File: src/rtl/usb_stream_rx.sv
// FX2 slave-FIFO OUT-endpoint drain into a local first-word-fall-through FIFO.
// Optional received-word counter built only when USB_STREAM_RX_CNT_EN is defined.
module usb_stream_rx #(
  parameter int          DEPTH   = 16,
  parameter logic [1:0]  EP_ADDR = 2'b00
) (
  input  logic        BUS_CLK,
  input  logic        BUS_RST,
  input  logic        ENABLE,
  output logic [1:0]  USB_STREAM_FIFOADDR,
  output logic        USB_STREAM_SLOE_n,
  output logic        USB_STREAM_SLRD_n,
  input  logic [15:0] USB_STREAM_DATA_IN,
  input  logic [2:0]  USB_STREAM_FLAGS_N,
  input  logic        FIFO_READ,
  output logic        FIFO_EMPTY,
  output logic        FIFO_FULL,
  output logic [15:0] FIFO_DATA,
  output logic [15:0] WORD_CNT
);

  // state   | meaning
  // IDLE    | bus released, SLOE_n/SLRD_n high
  // WAIT    | SLOE_n low, waiting for endpoint data and a free local slot
  // READ    | SLRD_n low, word captured at the closing edge
  // HOLD    | one cycle for the FX2 empty flag to settle

  localparam int AW = $clog2(DEPTH);

  typedef enum logic [1:0] {ST_IDLE, ST_WAIT, ST_READ, ST_HOLD} state_t;

  state_t          state;
  logic [15:0]     mem [DEPTH];
  logic [AW-1:0]   wr_ptr, rd_ptr, rd_ptr_n;
  logic [AW:0]     count, count_pop, count_n;
  logic            push, pop;
  logic [15:0]     head_n;
  logic            unused_flags;

  assign unused_flags = ^USB_STREAM_FLAGS_N[2:1];

  always_comb begin
    push      = (state == ST_READ);
    pop       = FIFO_READ && (count != '0);
    rd_ptr_n  = pop ? rd_ptr + AW'(1) : rd_ptr;
    count_pop = pop ? count - (AW+1)'(1) : count;
    count_n   = push ? count_pop + (AW+1)'(1) : count_pop;
    // When the FIFO would otherwise be empty, the word being captured is the new head.
    head_n    = (push && count_pop == '0) ? USB_STREAM_DATA_IN : mem[rd_ptr_n];
  end

  always_ff @(posedge BUS_CLK) begin
    if (BUS_RST) begin
      state               <= ST_IDLE;
      USB_STREAM_SLOE_n   <= 1'b1;
      USB_STREAM_SLRD_n   <= 1'b1;
      USB_STREAM_FIFOADDR <= EP_ADDR;
    end else begin
      USB_STREAM_FIFOADDR <= EP_ADDR;
      case (state)
        ST_IDLE: begin
          if (ENABLE) begin
            state             <= ST_WAIT;
            USB_STREAM_SLOE_n <= 1'b0;
          end
        end
        ST_WAIT: begin
          if (!ENABLE) begin
            state             <= ST_IDLE;
            USB_STREAM_SLOE_n <= 1'b1;
          end else if (USB_STREAM_FLAGS_N[0] && count < (AW+1)'(DEPTH)) begin
            state             <= ST_READ;
            USB_STREAM_SLRD_n <= 1'b0;
          end
        end
        ST_READ: begin
          state             <= ST_HOLD;
          USB_STREAM_SLRD_n <= 1'b1;
        end
        ST_HOLD: state <= ST_WAIT;
        default: state <= ST_IDLE;
      endcase
    end
  end

  always_ff @(posedge BUS_CLK) begin
    if (push) mem[wr_ptr] <= USB_STREAM_DATA_IN;
  end

  always_ff @(posedge BUS_CLK) begin
    if (BUS_RST) begin
      wr_ptr     <= '0;
      rd_ptr     <= '0;
      count      <= '0;
      FIFO_EMPTY <= 1'b1;
      FIFO_FULL  <= 1'b0;
      FIFO_DATA  <= '0;
    end else begin
      if (push) wr_ptr <= wr_ptr + AW'(1);
      rd_ptr     <= rd_ptr_n;
      count      <= count_n;
      FIFO_EMPTY <= (count_n == '0);
      FIFO_FULL  <= (count_n == (AW+1)'(DEPTH));
      if (push || pop) FIFO_DATA <= head_n;
    end
  end

`ifdef USB_STREAM_RX_CNT_EN
  always_ff @(posedge BUS_CLK) begin
    if (BUS_RST)   WORD_CNT <= '0;
    else if (push) WORD_CNT <= WORD_CNT + 16'(1);
  end
`else
  assign WORD_CNT = '0;
`endif

endmodule
File: config.mk
export PLATFORM = sky130hd
export DESIGN_NAME = usb_stream_rx
export DESIGN_NICKNAME = d
export VERILOG_FILES = /design/src/rtl/usb_stream_rx.sv
export SDC_FILE = /design/constraint.sdc
export NUM_CORES = 1
export LEC_CHECK = 0
export CORE_ASPECT_RATIO = 0.8
export CORE_UTILIZATION = 40
export CTS_CLUSTER_DIAMETER = 60
export DETAILED_ROUTE_END_ITERATION = 16
export PLACE_DENSITY = 0.61
export SLEW_MARGIN = 20
export SYNTH_ARGS = -nofsm -noshare
export SYNTH_HDL_FRONTEND = slang
export SYNTH_SLANG_ARGS = --single-unit
File: constraint.sdc
create_clock -name BUS_CLK -period 3.3 [get_ports BUS_CLK]
set_clock_uncertainty 0.1 [all_clocks]
set_input_delay 0.33 -clock BUS_CLK [delete_from_list [all_inputs] [get_ports BUS_CLK]]
set_output_delay 0.33 -clock BUS_CLK [all_outputs]
set_load 0.01 [all_outputs]
Word level (Yosys, flattened, before mapping)
Memories as Yosys holds them, arrays and structs flattened. Index checks and enable logic that the tools add are counted.

Output and inout port bits: 38. Memory bits (read-only): 0. Memories kept: 1. Register bits after elaboration: 35. Latch bits: 0. Bits in writable memories: 256.

Memories: mem (words 16, width 16, rd ports 1, clocked after Yosys merged registers in 0, wr ports 1, line 33) `logic [15:0] mem [DEPTH];`.

$lt $le $gt $ge: 1. Multiplexer cells: 16. Add/subtract/negate cells: 4. Bitwise operators: 0. Eq/ne operators: 9. Reduce and logical (&&, ||, !) cells: 13. Multiply operators: 0. Div/mod/pow operators: 0. Shift operators: 0.

Operators by type and width (number): 2-to-1 mux 16 bit (1); logical NOT 5 bit (2); 2-to-1 mux 5 bit (2); adder 4 x 1 -> 4 bit (second input constant) (2); != test 2 bit (second input constant) (4); one-hot mux 2 bit (4 select lines) (1); 2-to-1 mux 1 bit (6); 2-to-1 mux 2 bit (3); AND reduction 3 bit (2); adder 5 x 1 -> 5 bit (second input constant) (1); == test 5 bit (second input constant) (1); < comparator 5 bit (second input constant) (1); nonzero test 5 bit (1); subtractor 5 x 1 -> 5 bit (second input constant) (1); == test 2 bit (second input constant) (2); 2-to-1 mux 4 bit (1); one-hot mux 1 bit (2 select lines) (2); nonzero test 2 bit (2); logical AND 1 bit (3); != test 3 bit (second input constant) (1); == test 2 x 1 -> 1 bit (second input constant) (1); logical NOT 2 bit (1); AND reduction 2 bit (1); logical OR 1 bit (1).

Longest topological paths before layout
Gate-level depths: netlist of the first run.

Depth in word-level cells: 6. Depth in mapped cells: 12. Depth with buffers taken out: 8.

Least setup slack after synthesis of the first run
Ideal clock, no wire load.

Path type: reg2reg. Start point: reg count[0]. End point: reg FIFO_DATA[7]. Cell stages (with the launch flop): 10. Setup time: 0.103 ns. Setup slack: 0.511 ns. Data arrival time: 2.585 ns. Path buffers: 3. Cell sequence: dfxtp_1 > clkbuf_1 > inv_1 > ha_1 > or4b_4 > nand2_1 > buf_4 > buf_6 > mux4_2 > a2111oi_2.

Longest elaborated chain between the ends: 6. Elaborated cells between the ends (all ways): 10.

RTL lines: start, declared (line 35) `logic [AW:0] count, count_pop, count_n;`; start signal, assigned (line 101) `count <= count_n;`; branches (longest 6 deep; another with memory read (16 x 16 bit)); end signal, assigned (line 104) `if (push || pop) FIFO_DATA <= head_n;`; end, declared (line 18) `output logic [15:0] FIFO_DATA,`.

Several ways; the timed one is not identified. A chain may end at the register's enable or synchronous reset.

Worst setup path in the final report of the first run
Start point: reg count[0]. End point: reg FIFO_DATA[0].

Same word-level chain as after synthesis.

==> results of run 1 <==
-- kinds of logic (layout without fill, tap and decap cells) --
logic type,Yosys count,after routing,share of synthesized area
fa+ha+maj,10,10,0.00888
flops,291,291,0.595
simple gates,156,156,0.0596
buf+inv,100,173,0.0385
mux,176,176,0.179
xor+xnor,11,11,0.00684
other cells,1,18,0.000266
compound gates,188,188,0.112
-- cells in the final DEF, fill, tap and decap left out, types with 10 or more instances in the layout --
cell / count
a221oi_1: 24
nor3_1: 11
and3_1: 13
mux4_2: 61
edfxtp_1: 256
a211o_1: 10
o221ai_1: 16
dfxtp_1: 33
clkdlybuf4s50_1: 40
clkbuf_16: 30
buf_12: 10
nand3_1: 16
a221o_1: 20
nor2_1: 22
mux2i_1: 115
a21oi_1: 18
buf_4: 56
nand2_1: 38
a211oi_1: 13
conb_1: 18
o22ai_1: 17
and2_1: 21
-- critical path, delay by kind of cell (launching register included) --
family	cells	cell delay, ns
compound gates	4	1.25
fa+ha+maj	1	0.23
buf+inv	1	0.13
flops	1	0.31
simple gates	2	0.93
-- layout make-up --
| type | count | share of cell area |
|---|---|---|
| flip-flops and latches | 291 | 0.515 |
| inverters | 12 | 0.00276 |
| well taps | 472 | 0.0362 |
| repair buffers | 106 | 0.0626 |
| clock buffers | 43 | 0.0515 |
| clock inverters | 12 | 0.0104 |
| multi-input cells | 559 | 0.322 |
-- routing by layer --
| metal | GRT usage | share of wire | wire length [um] |
|---|---|---|---|
| met5 | 0 | 0 | 0 |
| met2 | 0.308 | 0.45 | 16000 |
| met4 | 0.0482 | 0.020 | 719 |
| met1 | 0.296 | 0.46 | 16400 |
| met3 | 0.0391 | 0.069 | 2450 |
-- state kept, by name, summed over array words and instances, names as in the netlist --
| name | count |
|---|---|
| USB_STREAM_SLOE_n | 1 |
| mem | 256 |
| FIFO_FULL | 1 |
| FIFO_EMPTY | 1 |
| USB_STREAM_SLRD_n | 1 |
| wr_ptr | 4 |
| FIFO_DATA | 16 |
| count | 5 |
| state | 2 |
| rd_ptr | 4 |
-- through the flow --
| step | cells | hold WS, ns | setup WS (ns) | area (um^2) |
|---|---|---|---|---|
| global placement | 1440 | 0.419 | 0.194 | 15300 |
| CTS | 1495 | 0.396 | 0.216 | 16300 |
| floorplan | 950 | 0.329 | 0.511 | 14200 |
| global route | 1495 | 0.402 | 0.0222 | 16300 |
| detailed placement | 1440 | 0.418 | 0.191 | 15300 |
| finish | 1495 | 0.416 | 0.188 | 16300 |
-- Yosys cell counts (20+ instances only) --
master      n  area share
dfxtp_1    35       0.050
mux2i_1   115       0.082
buf_4      28       0.015
and2_1     21      0.0093
edfxtp_1  256        0.55
mux4_2     61       0.097
a221o_1    20       0.014
nor2_1     22      0.0059
a221oi_1   24       0.015
nand2_1    39       0.010
clkbuf_1   24      0.0064
buf_2      26      0.0092
-- power by group through the flow --
stage / Combinational [mW] / Sequential, mW / Clock [mW]
detailed placement: 3.56 / 4.33 / 0
finish: 3.57 / 4.26 / 3.45
global route: 3.84 / 4.27 / 3.66
CTS: 3.58 / 4.26 / 3.51
global placement: 3.51 / 4.34 / 0
floorplan: 2.49 / 4.30 / 0
-- worst max-delay path by stage --
stage / to / from / depth (start not counted)
2_1_floorplan: FIFO_DATA[7] / count[0] / 9
3_3_place_gp: FIFO_DATA[0] / FIFO_READ / 8
4_1_cts: FIFO_DATA[4] / count[0] / 9
5_1_grt: FIFO_DATA[0] / count[1] / 8
3_5_place_dp: FIFO_DATA[0] / FIFO_READ / 8
6_report: FIFO_DATA[0] / count[0] / 8
==> impl_metrics.csv, run 1 <==
group,metric,value,unit
setup_path,crit_path_max_fanout,12,
die,initial_core_util,0.406,
drt,drtPass1Iterations,5,
timing,slew_headroom,0.488,
global_route,track_usage,0.202,
synthesis,ys_seq_elements,291,
drt,postRouteAntennaNets,0,
placement,io_buffers,40,
timing,rsz0062_at_grt,"no",
clocking,cts_root_buf,"clkbuf_16",
die,core_area,34700,um^2
synthesis,synth-edff-count,256,
power,power_frac_comb,0.317,
timing,fin_crit,3.11,ns
drt,vias,8725,
drt,post-route-drc-count,0,
hold_path,min_path_type,"input port to flip-flop",
placement,hpwl,22.5,mm
finish,diodes,0,
power,finalPower,11.3,mW
global_route,grt_max_degree,81,
setup_path,arrival,3.43,ns
clocking,cts_tree,"yes",
synthesis,ys.flop_type,"edfxtp_1",
synthesis,ys_types,69,
drt,avgRoutedWirePerCell,23.8,um
synthesis,synth-seq-area-share,0.595,
timing,final_max_slew_viol_count,0,
setup_path,cp_cell_sequence,"inv_1 -> ha_1 -> or4b_4 -> a311oi_2 -> a31o_4 -> nand2b_1 -> a211oi_1 -> a2111oi_2",
setup_path,path_class,"flip-flop to flip-flop",
drt,drt-initial-drc-count,613,
hold_path,min_to,"mem[11][3]",
timing,hold_viol_final,0,
global_route,grt_pass1_vias,8512,
power,leakage,5.08,nW
clocking,numCtsBuffers,30,
clocking,clock-sinks,291,
power,clkPwrFrac,0.306,
synthesis,syn_inst,933,
die,die_w,212,um
finish,area_growth,15.7,%
die,dieArea,36000,um^2
timing,fin_setup_tns,0,ns
outcome,status,"finished clean",
synthesis,synthArstFlopShare,0,
power,swShare,0.313,
finish,drive_above_1_share,0.200,
clocking,worstSkewPairLatency,0.59,ns
setup_path,worstPathRequired,3.62,ns
placement,place.gp.congestion,0.801,
global_route,grt_pass1_wl,53.3,mm
drt,viasPerCell,5.84,
finish,seqCellArea,8400,um^2
power,switching_power,3.54,mW
power,worst_ir_drop_vdd,0.659,mV
synthesis,netlist_area,14100,um^2
power,p_per_area,692,nW/um^2
die,io_pins,61,
clocking,postCtsHoldBufs,0,
setup_path,slowest_delay,0.60,ns
global_route,overflow,0,
synthesis,syn_avg_cell_area,15.1,um^2
hold_path,hp-start,"USB_STREAM_DATA_IN[3]",
die,rows,61,
die,dieHeight,170,um
clocking,clk_pin_slew,0.06,ns
finish,fin_nets,1033,
drt,wl,35.6,mm
finish,fin_util,0.470,
clocking,post_cts_resized,0,
global_route,antenna_found_initial,0,
setup_path,crit_path_end_kind,"flip-flop",
power,seqPwrFrac,0.378,
setup_path,r2r-end,"FIFO_DATA[0]",
finish,multi_input_area,5250,um^2
hold_path,whs_path_depth,2,
setup_path,startpoint_type,"flip-flop",
setup_path,reg2reg_depth,8,
clocking,clockBufferDepth,3,
synthesis,synth.yosys.warnings,0,
finish,fillers,3011,
clocking,cts_setup_buffers,0,
timing,min_period_over_period,0.943,
setup_path,cpMaxStageDelayCell,"or4b_4",
timing,max_freq,0.321,GHz
timing,setup_viol,0,
clocking,htree_levels,1,
timing,worst_pin_slew,0.767,ns
flow_run,maxCapViolCount,0,
setup_path,timing.rr.start,"count[0]",
power,internal_power,7.75,mW
setup_path,r2r_slack,0.19,ns
Power figures use the tool's default switching activity.
==> run 2: changes to the inputs <==
--- a/config.mk
+++ b/config.mk
@@ -15,2 +15,3 @@
 export SYNTH_HDL_FRONTEND = slang
 export SYNTH_SLANG_ARGS = --single-unit
+export TNS_END_PERCENT = 10
==> constraint.sdc (replaced) <==
create_clock -name BUS_CLK -period 3.3 [get_ports BUS_CLK]
set_clock_uncertainty 0.1 [all_clocks]
set_input_delay 0.66 -clock BUS_CLK [delete_from_list [all_inputs] [get_ports BUS_CLK]]
set_output_delay 0.66 -clock BUS_CLK [all_outputs]
set_load 0.01 [all_outputs]
==> run 2 against run 1 <==
  * Critical path depth increased by 1
  * Die area did not move
  * Critical endpoint is now FIFO_DATA[2]
  * Power down 1.6%
  * Cell area grew 0.14%
  * Largest cell class unchanged
  * Highest routed layer unchanged
  * Register-to-register slack hardly changed
==> impl_metrics.csv, run 2 (synthesis gave the netlist of run 1 again) <==
group,metric,value,unit
setup_path,r2r_slack,0.18,ns
die,dieHeight,170,um
hold_path,whs_path_depth,2,
finish,fin_util,0.470,
global_route,grt_max_degree,66,
drt,avgRoutedWirePerCell,24.1,um
placement,io_buffers,40,
clocking,cts_tree,"yes",
outcome,status,"finished clean",
finish,largest_reg_flops,256,
timing,min_period_over_period,0.946,
drt,drtPass1Iterations,5,
drt,wl,36.3,mm
finish,area_growth,15.9,%
finish,final_common_cell,"edfxtp_1",
clocking,cts_setup_buffers,0,
setup_path,r2r-end,"FIFO_DATA[2]",
timing,worst_pin_slew,0.853,ns
die,die_w,212,um
timing,slew_headroom,0.428,
placement,hpwl,23.2,mm
timing,max_freq,0.320,GHz
finish,fin_nets,1040,
setup_path,reg2reg_depth,9,
hold_path,min_to,"USB_STREAM_SLOE_n",
power,leakage,5.10,nW
clocking,postCtsHoldBufs,0,
setup_path,startpoint_type,"flip-flop",
finish,final_cell_mix,"edfxtp_1 (256), mux2i_1 (115), mux4_2 (61), buf_4 (58), clkdlybuf4s50_1 (40)",
finish,regMostFlops,"mem",
clocking,clk_pin_slew,0.06,ns
finish,drive_above_1_share,0.201,
drt,viasPerCell,5.91,
placement,placed_cells,1446,
finish,fillers,3035,
timing,fin_setup_tns,0,ns
flow_run,maxCapViolCount,0,
drt,drt-initial-drc-count,956,
setup_path,timing.rr.start,"count[0]",
timing,hold_viol_final,0,
drt,postRouteAntennaNets,0,
global_route,overflow,0,
drt,post-route-drc-count,0,
power,worst_ir_drop_vdd,0.722,mV
drt,vias,8876,
die,io_pins,61,
setup_path,crit_path_end_kind,"flip-flop",
global_route,grt_pass1_wl,53.2,mm
die,rows,61,
finish,diodes,0,
clocking,worstSkewPairLatency,0.59,ns
die,dieArea,36000,um^2
setup_path,crit_path_max_fanout,28,
timing,setup_viol,0,
setup_path,worstPathRequired,3.70,ns
hold_path,min_path_type,"flip-flop to flip-flop",
clocking,htree_levels,1,
finish,stdcell_count,1503,
die,core_area,34700,um^2
finish,largestRegisters,"mem: 256 flops, FIFO_DATA: 16 flops, count: 5 flops",
global_route,antenna_found_initial,0,
setup_path,path_class,"flip-flop to flip-flop",
clocking,post_cts_resized,0,
global_route,grt_pass1_vias,8476,
hold_path,hp-start,"USB_STREAM_SLOE_n",
setup_path,arrival,3.52,ns
clocking,cts_root_buf,"clkbuf_16",
power,p_per_area,680,nW/um^2
global_route,track_usage,0.202,
timing,rsz0062_at_grt,"no",
die,initial_core_util,0.406,
clocking,numCtsBuffers,31,
timing,fin_crit,3.12,ns
placement,place.gp.congestion,0.821,
clocking,clock-sinks,291,
timing,final_max_slew_viol_count,0,
clocking,clockBufferDepth,3,
[run 2: changes by cell type in the layout (fill, tap and decap cells not counted)]
cell	previous run	this run
buf_12	10	14
buf_4	56	58
bufinv_16	3	1
clkbuf_16	30	31
clkbuf_8	4	1
clkinv_1	2	8
clkinv_16	1	0
clkinv_2	6	8
clkinvlp_4	1	0
inv_16	0	1
inv_8	1	0
[run 2: worst max path at each step]
| stage | startpoint | slack [ns] | depth (start not counted) | endpoint |
|---|---|---|---|---|
| floorplan | count[0] | 0.51 | 9 | FIFO_DATA[7] |
| global placement | FIFO_READ | 0.04 | 8 | FIFO_DATA[12] |
| detailed placement | FIFO_READ | 0.03 | 8 | FIFO_DATA[14] |
| CTS | count[0] | 0.22 | 9 | FIFO_DATA[2] |
| global route | count[1] | 0.05 | 9 | FIFO_DATA[14] |
| finish | count[0] | 0.18 | 9 | FIFO_DATA[2] |
[run 2: per-stage QoR]
stage	instance area (um^2)	setup slack [ns]	total power, mW	hold slack (ns)
2_1_floorplan	14200	0.511	6.79	0.411
3_3_place_gp	15400	0.0441	7.87	0.425
3_5_place_dp	15400	0.0251	7.91	0.430
4_1_cts	16300	0.222	11.2	0.435
5_1_grt	16300	0.0547	11.5	0.481
6_report	16300	0.179	11.1	0.444
[run 2: final cells by class]
class                      count  area [um^2]  area share
clock buffer                  41          823      0.0504
clock inverter                16          113     0.00689
inverter                      12         45.0     0.00276
multi-input combinational    559         5250       0.322
sequential                   291         8400       0.514
tap                          472          591      0.0362
timing repair buffer         112         1120      0.0683
[run 2: power breakdown]
part,leakage (nW),internal [mW],switching [mW]
clock,0.464,1.83,1.42
sequential,2.59,4.12,0.179
combinational,2.05,1.62,1.93
total,5.10,7.58,3.53
[run 2: critical path: stages (launching register included)]
cell and delay, ns:
dfxtp_1 0.31, inv_1 0.13, ha_1 0.23, or4b_4 0.58
a21oi_4 0.70, buf_4 0.35, a221oi_1 0.11, o211ai_1 0.19
a31oi_1 0.15, nor3_1 0.16
[run 2: metal layers]
metal / wire, um / up-vias / GRT usage
li1: - / 3934 / -
met2: 16200 / 322 / 0.306
met1: 16600 / 4562 / 0.298
met3: 2650 / 58 / 0.0376
met4: 757 / 0 / 0.0510
met5: 0 / - / 0
